$ cat src/rtl/scalar_wb_scoreboard.sv
// Scalar writeback scoreboard: tracks outstanding scalar-register writes per
// register, stalls issue on RAW/WAW/capacity hazards, accumulates sticky
// FP/VALU error flags from commits and drains in-flight writes on a fence.
module scalar_wb_scoreboard #(
  parameter int CNT_W   = 2,
  parameter int MAX_OUT = 8
) (
  input  logic       clk,
  input  logic       rst_n,
  input  logic       issue_valid,
  input  logic       issue_rd_we,
  input  logic [4:0] issue_rd,
  input  logic [4:0] issue_rs1,
  input  logic [4:0] issue_rs2,
  output logic       issue_stall,
  input  logic       s_we,
  input  logic [4:0] s_waddr,
  input  logic       wb_from_fp,
  input  logic       wb_from_valu,
  input  logic       wb_err_overflow,
  input  logic       wb_err_invalid,
  input  logic       csr_flags_clr,
  output logic [1:0] fp_flags,
  output logic [1:0] valu_flags,
  output logic       sb_err,
  input  logic       fence_req,
  output logic       fence_ack,
  output logic       busy
);

  localparam int TOT_W = $clog2(MAX_OUT + 1);
  localparam logic [CNT_W-1:0] CNT_MAX = {CNT_W{1'b1}};

  typedef enum logic [1:0] {IDLE, DRAIN, ACK} state_t;

  state_t           state_q;
  logic             fence_ack_q;
  logic [CNT_W-1:0] cnt_q [32];
  logic [CNT_W-1:0] cnt_d [32];
  logic [TOT_W-1:0] total_q, total_d;
  logic [1:0]       fp_flags_q, fp_flags_d;
  logic [1:0]       valu_flags_q, valu_flags_d;
  logic             sb_err_q, sb_err_d;
  logic             busy_q, busy_d;
  logic             raw_rs1, raw_rs2, waw_full, cap_full;
  logic             inc, dec, dec_ok, err_set;

  // Hazard detection from registered counts only; a same-cycle commit does not unblock
  always_comb begin
    raw_rs1     = (issue_rs1 != 5'd0) && (cnt_q[issue_rs1] != '0);
    raw_rs2     = (issue_rs2 != 5'd0) && (cnt_q[issue_rs2] != '0);
    waw_full    = issue_rd_we && (cnt_q[issue_rd] == CNT_MAX);
    cap_full    = issue_rd_we && (total_q == TOT_W'(MAX_OUT));
    issue_stall = issue_valid &&
                  ((state_q != IDLE) || raw_rs1 || raw_rs2 || waw_full || cap_full);
  end

  // Per-register counter and total update; x0 is never tracked and an
  // underflowing retire is held at zero and flagged instead of counted
  always_comb begin
    inc     = issue_valid && !issue_stall && issue_rd_we && (issue_rd != 5'd0);
    dec     = s_we && (s_waddr != 5'd0);
    dec_ok  = dec && (cnt_q[s_waddr] != '0);
    err_set = dec && (cnt_q[s_waddr] == '0);
    for (int i = 0; i < 32; i++) begin
      cnt_d[i] = cnt_q[i];
      if (inc && (issue_rd == 5'(i)) && !(dec_ok && (s_waddr == 5'(i))))
        cnt_d[i] = cnt_q[i] + CNT_W'(1);
      else if (dec_ok && (s_waddr == 5'(i)) && !(inc && (issue_rd == 5'(i))))
        cnt_d[i] = cnt_q[i] - CNT_W'(1);
    end
    total_d = total_q + TOT_W'(inc) - TOT_W'(dec_ok);
    busy_d  = (total_d != '0);
  end

  // Sticky flag accumulation; a same-cycle set beats the CSR clear
  always_comb begin
    fp_flags_d   = csr_flags_clr ? 2'b00 : fp_flags_q;
    valu_flags_d = csr_flags_clr ? 2'b00 : valu_flags_q;
    if (s_we && wb_from_fp)
      fp_flags_d = fp_flags_d | {wb_err_invalid, wb_err_overflow};
    if (s_we && wb_from_valu)
      valu_flags_d = valu_flags_d | {wb_err_invalid, wb_err_overflow};
    sb_err_d = sb_err_q | err_set;
  end

  // Scoreboard state registers
  always_ff @(posedge clk or negedge rst_n) begin
    if (!rst_n) begin
      for (int i = 0; i < 32; i++) cnt_q[i] <= '0;
      total_q      <= '0;
      fp_flags_q   <= 2'b00;
      valu_flags_q <= 2'b00;
      sb_err_q     <= 1'b0;
      busy_q       <= 1'b0;
    end else begin
      for (int i = 0; i < 32; i++) cnt_q[i] <= cnt_d[i];
      total_q      <= total_d;
      fp_flags_q   <= fp_flags_d;
      valu_flags_q <= valu_flags_d;
      sb_err_q     <= sb_err_d;
      busy_q       <= busy_d;
    end
  end

  // Fence FSM: wait for all outstanding writes to retire, then pulse the ack
  always_ff @(posedge clk or negedge rst_n) begin
    if (!rst_n) begin
      state_q     <= IDLE;
      fence_ack_q <= 1'b0;
    end else begin
      fence_ack_q <= 1'b0;
      case (state_q)
        IDLE:    if (fence_req) state_q <= DRAIN;
        DRAIN: begin
          if (total_q == '0) begin
            state_q     <= ACK;
            fence_ack_q <= 1'b1;
          end
        end
        ACK:     state_q <= IDLE;
        default: state_q <= IDLE;
      endcase
    end
  end

  assign fp_flags   = fp_flags_q;
  assign valu_flags = valu_flags_q;
  assign sb_err     = sb_err_q;
  assign fence_ack  = fence_ack_q;
  assign busy       = busy_q;

endmodule
$ cat config.mk
export PLATFORM = sky130hd
export DESIGN_NAME = scalar_wb_scoreboard
export DESIGN_NICKNAME = d
export VERILOG_FILES = /design/src/rtl/scalar_wb_scoreboard.sv
export SDC_FILE = /design/constraint.sdc
export NUM_CORES = 1
export LEC_CHECK = 0
export ABC_CLOCK_PERIOD_IN_PS = 5750
export CAP_MARGIN = 10
export CORE_ASPECT_RATIO = 1.5
export CORE_MARGIN = 4
export CORE_UTILIZATION = 40
export DETAILED_ROUTE_END_ITERATION = 12
export PLACE_DENSITY = 0.67
export SYNTH_ARGS = -nofsm -noshare
export SYNTH_HDL_FRONTEND = slang
export SYNTH_SLANG_ARGS = --single-unit
$ cat constraint.sdc
create_clock -name clk -period 5.75 [get_ports clk]
set_input_delay 1.15 -clock clk [delete_from_list [all_inputs] [get_ports clk]]
set_output_delay 1.15 -clock clk [all_outputs]
set_load 0.02 [all_outputs]
Word-level counts from Yosys, hierarchy flattened
Index checks and enable logic that the tools add are counted.
{"block": "op_classes", "mux": 85, "bitwise_logic": 7, "magnitude_cmp": 4, "n_addsub": 66, "reduce_logical": 257, "eq_ne": 67}
{"operator": "5-bit == test, second input constant", "count": 32}
{"operator": "2-bit two-way mux", "count": 78}
{"operator": "1-bit logical AND", "count": 141}
{"operator": "5-bit by 4-bit == test with 1-bit output, second input constant", "count": 16}
{"operator": "2-bit nonzero test", "count": 36}
{"operator": "1-bit zero test", "count": 65}
{"operator": "2-bit by 1-bit adder with 2-bit output, second input constant", "count": 32}
{"operator": "2-bit by 1-bit subtractor with 2-bit output, second input constant", "count": 32}
{"operator": "2-bit binary-select mux with 5-bit select", "count": 4}
{"operator": "5-bit by 3-bit == test with 1-bit output, second input constant", "count": 8}
{"operator": "6-bit greater-or-equal comparator, second input constant", "count": 4}
{"operator": "5-bit NOT with 6-bit output", "count": 4}
{"operator": "5-bit by 2-bit == test with 1-bit output, second input constant", "count": 4}
{"operator": "5-bit nonzero test", "count": 4}
{"operator": "5-bit by 1-bit == test with 1-bit output, second input constant", "count": 2}
{"operator": "5-bit zero test", "count": 2}
{"operator": "4-bit by 1-bit adder with 4-bit output", "count": 1}
{"operator": "4-bit == test, second input constant", "count": 1}
{"operator": "2-bit zero test", "count": 2}
{"operator": "4-bit zero test", "count": 1}
{"operator": "1-bit logical OR", "count": 4}
{"operator": "2-bit != test, second input constant", "count": 2}
{"operator": "2-bit OR", "count": 2}
{"operator": "2-bit one-hot mux with 2 select lines", "count": 1}
{"operator": "7 further kinds", "count": 8}
{"block": "totals", "output_inout_bits": 8, "ff_bits": 77, "elab_cells": 525}

Longest topological paths before layout
{"block": "depth", "ltp_word": 20, "depth_mapped": 19, "depth_no_buf": 14}

Worst setup path before layout
Ideal clock, no wire load.
{"block": "synth_timing", "path_type": "in2reg", "from": "in issue_rd[1]", "to": "reg busy_q, in the netlist busy", "path_slack_ns": 0.690, "t_arrival_ns": 4.921, "stages": 18, "required_ns": 5.612, "n_path_buf": 5, "cell_sequence": "buf_4 buf_4 buf_2 mux4_2 o2111ai_1 o311ai_1 a211o_1 or4_1 buf_2 buf_6 o21bai_1 ha_1 inv_1 ha_1 inv_1 fa_1 inv_1 or4_1"}
{"block": "synth_between", "elab_chain_cells": 16, "word_cells_on_any_way": 17}
{"item": "start: declaration", "line_no": "12", "text": "input logic [4:0] issue_rd,"}
{"item": "5-bit NOT with 6-bit output (not written as such)", "line_no": "52", "text": "waw_full = issue_rd_we && (cnt_q[issue_rd] == CNT_MAX);"}
{"item": "2-bit binary-select mux with 5-bit select", "line_no": "52"}
{"item": "2-bit two-way mux (not written as such) (2 in a row)", "line_no": "52"}
{"item": "2-bit == test", "line_no": "52"}
{"item": "1-bit logical AND", "line_no": "52"}
{"item": "1-bit logical OR (2 in a row)", "line_no": "55", "text": "((state_q != IDLE) || raw_rs1 || raw_rs2 || waw_full || cap_full);"}
{"item": "1-bit logical AND", "line_no": "54", "text": "issue_stall = issue_valid &&"}
{"item": "1-bit zero test", "line_no": "61", "text": "inc = issue_valid && !issue_stall && issue_rd_we && (issue_rd != 5'd0);"}
{"item": "1-bit logical AND (2 in a row)", "line_no": "61"}
{"item": "1-bit logical AND (*)", "line_no": "61"}
{"item": "4-bit by 1-bit adder with 4-bit output (*)", "line_no": "72", "text": "total_d = total_q + TOT_W'(inc) - TOT_W'(dec_ok);"}
{"item": "4-bit by 1-bit subtractor with 4-bit output (*)", "line_no": "72"}
{"item": "named net total_d[1]", "line_no": "40", "text": "logic [TOT_W-1:0] total_q, total_d;"}
{"item": "4-bit nonzero test (*)", "line_no": "73", "text": "busy_d = (total_d != '0);"}
{"item": "named net busy_d", "line_no": "44", "text": "logic busy_q, busy_d;"}
{"item": "end signal: assignment", "line_no": "102", "text": "busy_q <= busy_d;"}
{"item": "end: declaration", "line_no": "44"}
Mark *: on every way through the listed nets, which the timed path passes. The rest lies on a longest branch. The select of a mux whose other input is x is not followed.
A chain may end at the register's enable or synchronous reset.

Final worst setup path
{"block": "layout_timing", "from": "in issue_rs2[2]", "to": "out issue_stall"}
{"block": "layout_between", "elab_chain_cells": 10, "word_cells_on_any_way": 11}
{"item": "start: declaration", "line_no": "14", "text": "input logic [4:0] issue_rs2,"}
{"item": "5-bit NOT with 6-bit output (not written as such)", "line_no": "51", "text": "raw_rs2 = (issue_rs2 != 5'd0) && (cnt_q[issue_rs2] != '0);"}
{"item": "2-bit binary-select mux with 5-bit select", "line_no": "51"}
{"item": "2-bit two-way mux (not written as such) (2 in a row)", "line_no": "51"}
{"item": "2-bit nonzero test", "line_no": "51"}
{"item": "1-bit logical AND (*)", "line_no": "51"}
{"item": "1-bit logical OR (*) (3 in a row)", "line_no": "55"}
{"item": "1-bit logical AND (*)", "line_no": "54"}
{"item": "end: declaration", "line_no": "15", "text": "output logic issue_stall,"}
Mark *: on every way between the ends. The rest lies on a longest branch, timed or not. The select of a mux whose other input is x is not followed.

==> flow_metrics.env <==
export IMPL_status="finished, final reports clean"
export IMPL_setup_violations=0
export IMPL_rsz0062_at_grt="false"
export IMPL_cts_max_level=3
export IMPL_reg2reg_depth=14
export IMPL_syn_cell_area_mm2=0.005564
export IMPL_rows=52
export IMPL_postCtsHoldBufs=0
export IMPL_path_clk_slew_ps=60
export IMPL_placed_area_mm2=0.006123
export IMPL_post_cts_setup_buffers=0
export IMPL_nNetsFinal=672
export IMPL_p_leak_nw=2.938
export IMPL_dp_cells=754
export IMPL_worst_setup_path_type="primary input to output pin"
export IMPL_wl_per_cell_um=21.58
export IMPL_viasPerCell=6.010
export IMPL_initial_core_util=0.4092
export IMPL_io_buffers=38
export IMPL_rrSetupSlack_ps=1620
export IMPL_initialDrtViolationCount=296
export IMPL_yosysMostFrequentCell="dfrtp_1"
export IMPL_io_pin_count=39
export IMPL_fin_util=0.4753
export IMPL_worstHoldPathType="flop to flop"
export IMPL_path_common_cell="clkdlybuf4s50_1"
export IMPL_post_cts_resized=0
export IMPL_grt_max_degree=78
export IMPL_path_cells="clkdlybuf4s50_1 -> inv_1 -> mux4_2 -> mux2_2 -> a221oi_1 -> nand4b_1 -> a211oi_1 -> nor2b_1 -> clkdlybuf4s50_1"
export IMPL_hold_path_depth=0
export IMPL_synth_edf_count=0
export IMPL_hold_viol=0
export IMPL_die_y_um=152.4
export IMPL_worst_ep_arrival_time_ps=4210
export IMPL_yosys_warnings=0
export IMPL_n_antenna_cell=0
export IMPL_final_layout_size_suffix_gt1_frac=0.1020
export IMPL_globalplace_congestion=0.9968
export IMPL_finalClockSkew_ps=6.846
export IMPL_avgSynthCellArea_um2=9.831
export IMPL_yosysTopAreaCell="dfrtp_1"
export IMPL_cts_root_buf="clkbuf_16"
export IMPL_grt_use_met3=0.03773
export IMPL_async_reset_ff_frac=1.000
export IMPL_finalMaxSlewViolations=0
export IMPL_synth_commonest_cells="dfrtp_1, nor2_1, xor2_1, nand2_1, nor3_1"
export IMPL_synth_seq_cells=77
export IMPL_synth_area_leaders="dfrtp_1, mux4_2, xor2_1"
export IMPL_cp_start_kind="primary input"
export IMPL_cts_sinks=77
export IMPL_fin_tns_setup_ps=0
export IMPL_synth_cells=566
export IMPL_cpPeakStageDelay_ps=620
export IMPL_p_total_w=0.002323
export IMPL_cts_buffers=9
export IMPL_clkLatencyLatePin_ps=340
export IMPL_worst_pin_slew_ps=989.7
export IMPL_ant_nets=0
export IMPL_required_ps=4600
export IMPL_grt_pass1_wl_um=25960
export IMPL_fillers=1267
export IMPL_dr_pass1_iters=7
export IMPL_use_met2=0.3700
export IMPL_fin_crit_sh=0.9326
export IMPL_rr_startpoint="cnt_q[26]$_DFFE_PN0P_"
export IMPL_hpwlAfterDp_um=12740
export IMPL_grt_util_met1=0.2287
export IMPL_grt_ovfl_total=0
export IMPL_cap_violations=0
export IMPL_peakVddDrop_uv=159.8
export IMPL_fin_area_mm2=0.006464
export IMPL_grt_antenna_before_repair=0
export IMPL_slew_headroom=0.3402
export IMPL_cts_tree="yes"
export IMPL_synth_top_cell_area_share=0.3463
export IMPL_critPathMaxFanout=9
export IMPL_busiest_layer="met2"
export IMPL_path_buf_inv=3
export IMPL_cellPowerDensity_mw_per_mm2=359.4
export IMPL_synth_distinct_cells=52
export IMPL_hold_path_startpoint="cnt_q[62]$_DFFE_PN0P_"
export IMPL_vias=4628
export IMPL_first_global_vias=4827
export IMPL_seq_area_frac_synth=0.3463
export IMPL_endpoint_kind="output pin"
export IMPL_worstHoldEndpoint="cnt_q[62]$_DFFE_PN0P_"
export IMPL_fmax_mhz=186.5
export IMPL_globalRouteTotalUtil=0.2096
export IMPL_die_width_um=104.3
export IMPL_die_area_mm2=0.01590
export IMPL_synth_nets=635
export IMPL_areaGrowthSynthToFinish_pct=16.17
export IMPL_synth_flop_cell="dfrtp_1"
export IMPL_drc=0
export IMPL_routed_wl_um=16610
export IMPL_crit_slowest_cell="clkdlybuf4s50_1"
export IMPL_cts_buffer_depth=2
export IMPL_cp_top_family="buffers and inverters"
export IMPL_stdcell_count=770
export IMPL_r2r_end="busy$_DFF_PN0_"
export IMPL_core_area_mm2=0.01360
export IMPL_period_minus_slack_ps=5363
-- registers in the layout (all words and copies together), names as in the netlist --
signal / cells
cnt_q: 64
total_q: 4
fp_flags: 2
state_q: 2
valu_flags: 2
busy: 1
fence_ack: 1
sb_err: 1
-- metrics by stage --
step	hold WS (ps)	worst slack, ps
4_1_cts	433.8	381.8
2_1_floorplan	433.1	690.3
5_1_grt	453.6	256.4
6_report	427.0	387.4
3_3_place_gp	434.2	194.8
3_5_place_dp	421.9	175.8
-- routing by layer --
| metal | vias to the layer above | wire, um |
|---|---|---|
| met2 | 233 | 8518 |
| met1 | 2230 | 6016 |
| li1 | 2083 | - |
| met4 | 0 | 1092 |
| met3 | 82 | 986 |
| met5 | - | 0 |
-- worst max-delay path by stage --
stage                            start              to  slack [ps]  cells after the start
after global routing      issue_rs2[2]     issue_stall         260                      9
after global placement     issue_rd[1]  busy$_DFF_PN0_         190                     16
after floorplan            issue_rd[1]  busy$_DFF_PN0_         690                     18
after detailed placement   issue_rd[1]  busy$_DFF_PN0_         180                     16
final                     issue_rs2[2]     issue_stall         390                      9
after CTS                 issue_rs2[2]     issue_stall         380                      9
-- cells by family after synthesis --
| logic type | Yosys count | share of synthesized area |
|---|---|---|
| muxes | 39 | 0.1275 |
| buffers and inverters | 45 | 0.03710 |
| DFF | 77 | 0.3463 |
| and+or+nand+nor | 205 | 0.1711 |
| xor gates and xnor gates | 95 | 0.1495 |
| AOI/OAI and AO/OA | 67 | 0.08163 |
| adders and majority gates | 38 | 0.08680 |
-- where the power goes --
group / internal (W) / switching (W) / total [W]
registers: 0.000686 / 0.000215 / 0.000901
logic: 0.000377 / 0.000384 / 0.000761
clock network: 0.000427 / 0.000235 / 0.000662
-- final cells by class --
| cell class | instances | area, um2 | area share |
|---|---|---|---|
| Tap cell | 162 | 202.7 | 0.03136 |
| Clock buffer | 11 | 232.7 | 0.03600 |
| Sequential cell | 77 | 1927 | 0.2981 |
| Multi-Input combinational cell | 444 | 3431 | 0.5308 |
| Clock inverter | 5 | 107.6 | 0.01665 |
| Inverter | 20 | 75.07 | 0.01161 |
| Timing Repair Buffer | 51 | 488.0 | 0.07549 |
-- cell usage in the layout, fill, tap and decap left out, types with 10 or more instances in the layout --
master | netlist | final
nand3_1 | 10 | 10
a21oi_1 | 11 | 11
xor2_1 | 63 | 63
nor3_1 | 41 | 41
mux4_2 | 25 | 25
buf_4 | 2 | 13
nand2_1 | 48 | 48
o21ai_0 | 19 | 19
inv_1 | 17 | 17
clkdlybuf4s50_1 | 0 | 37
xnor2_1 | 32 | 32
nor2_1 | 74 | 74
ha_1 | 37 | 37
dfrtp_1 | 77 | 77
Note: power is estimated with default switching activity, not from simulation.
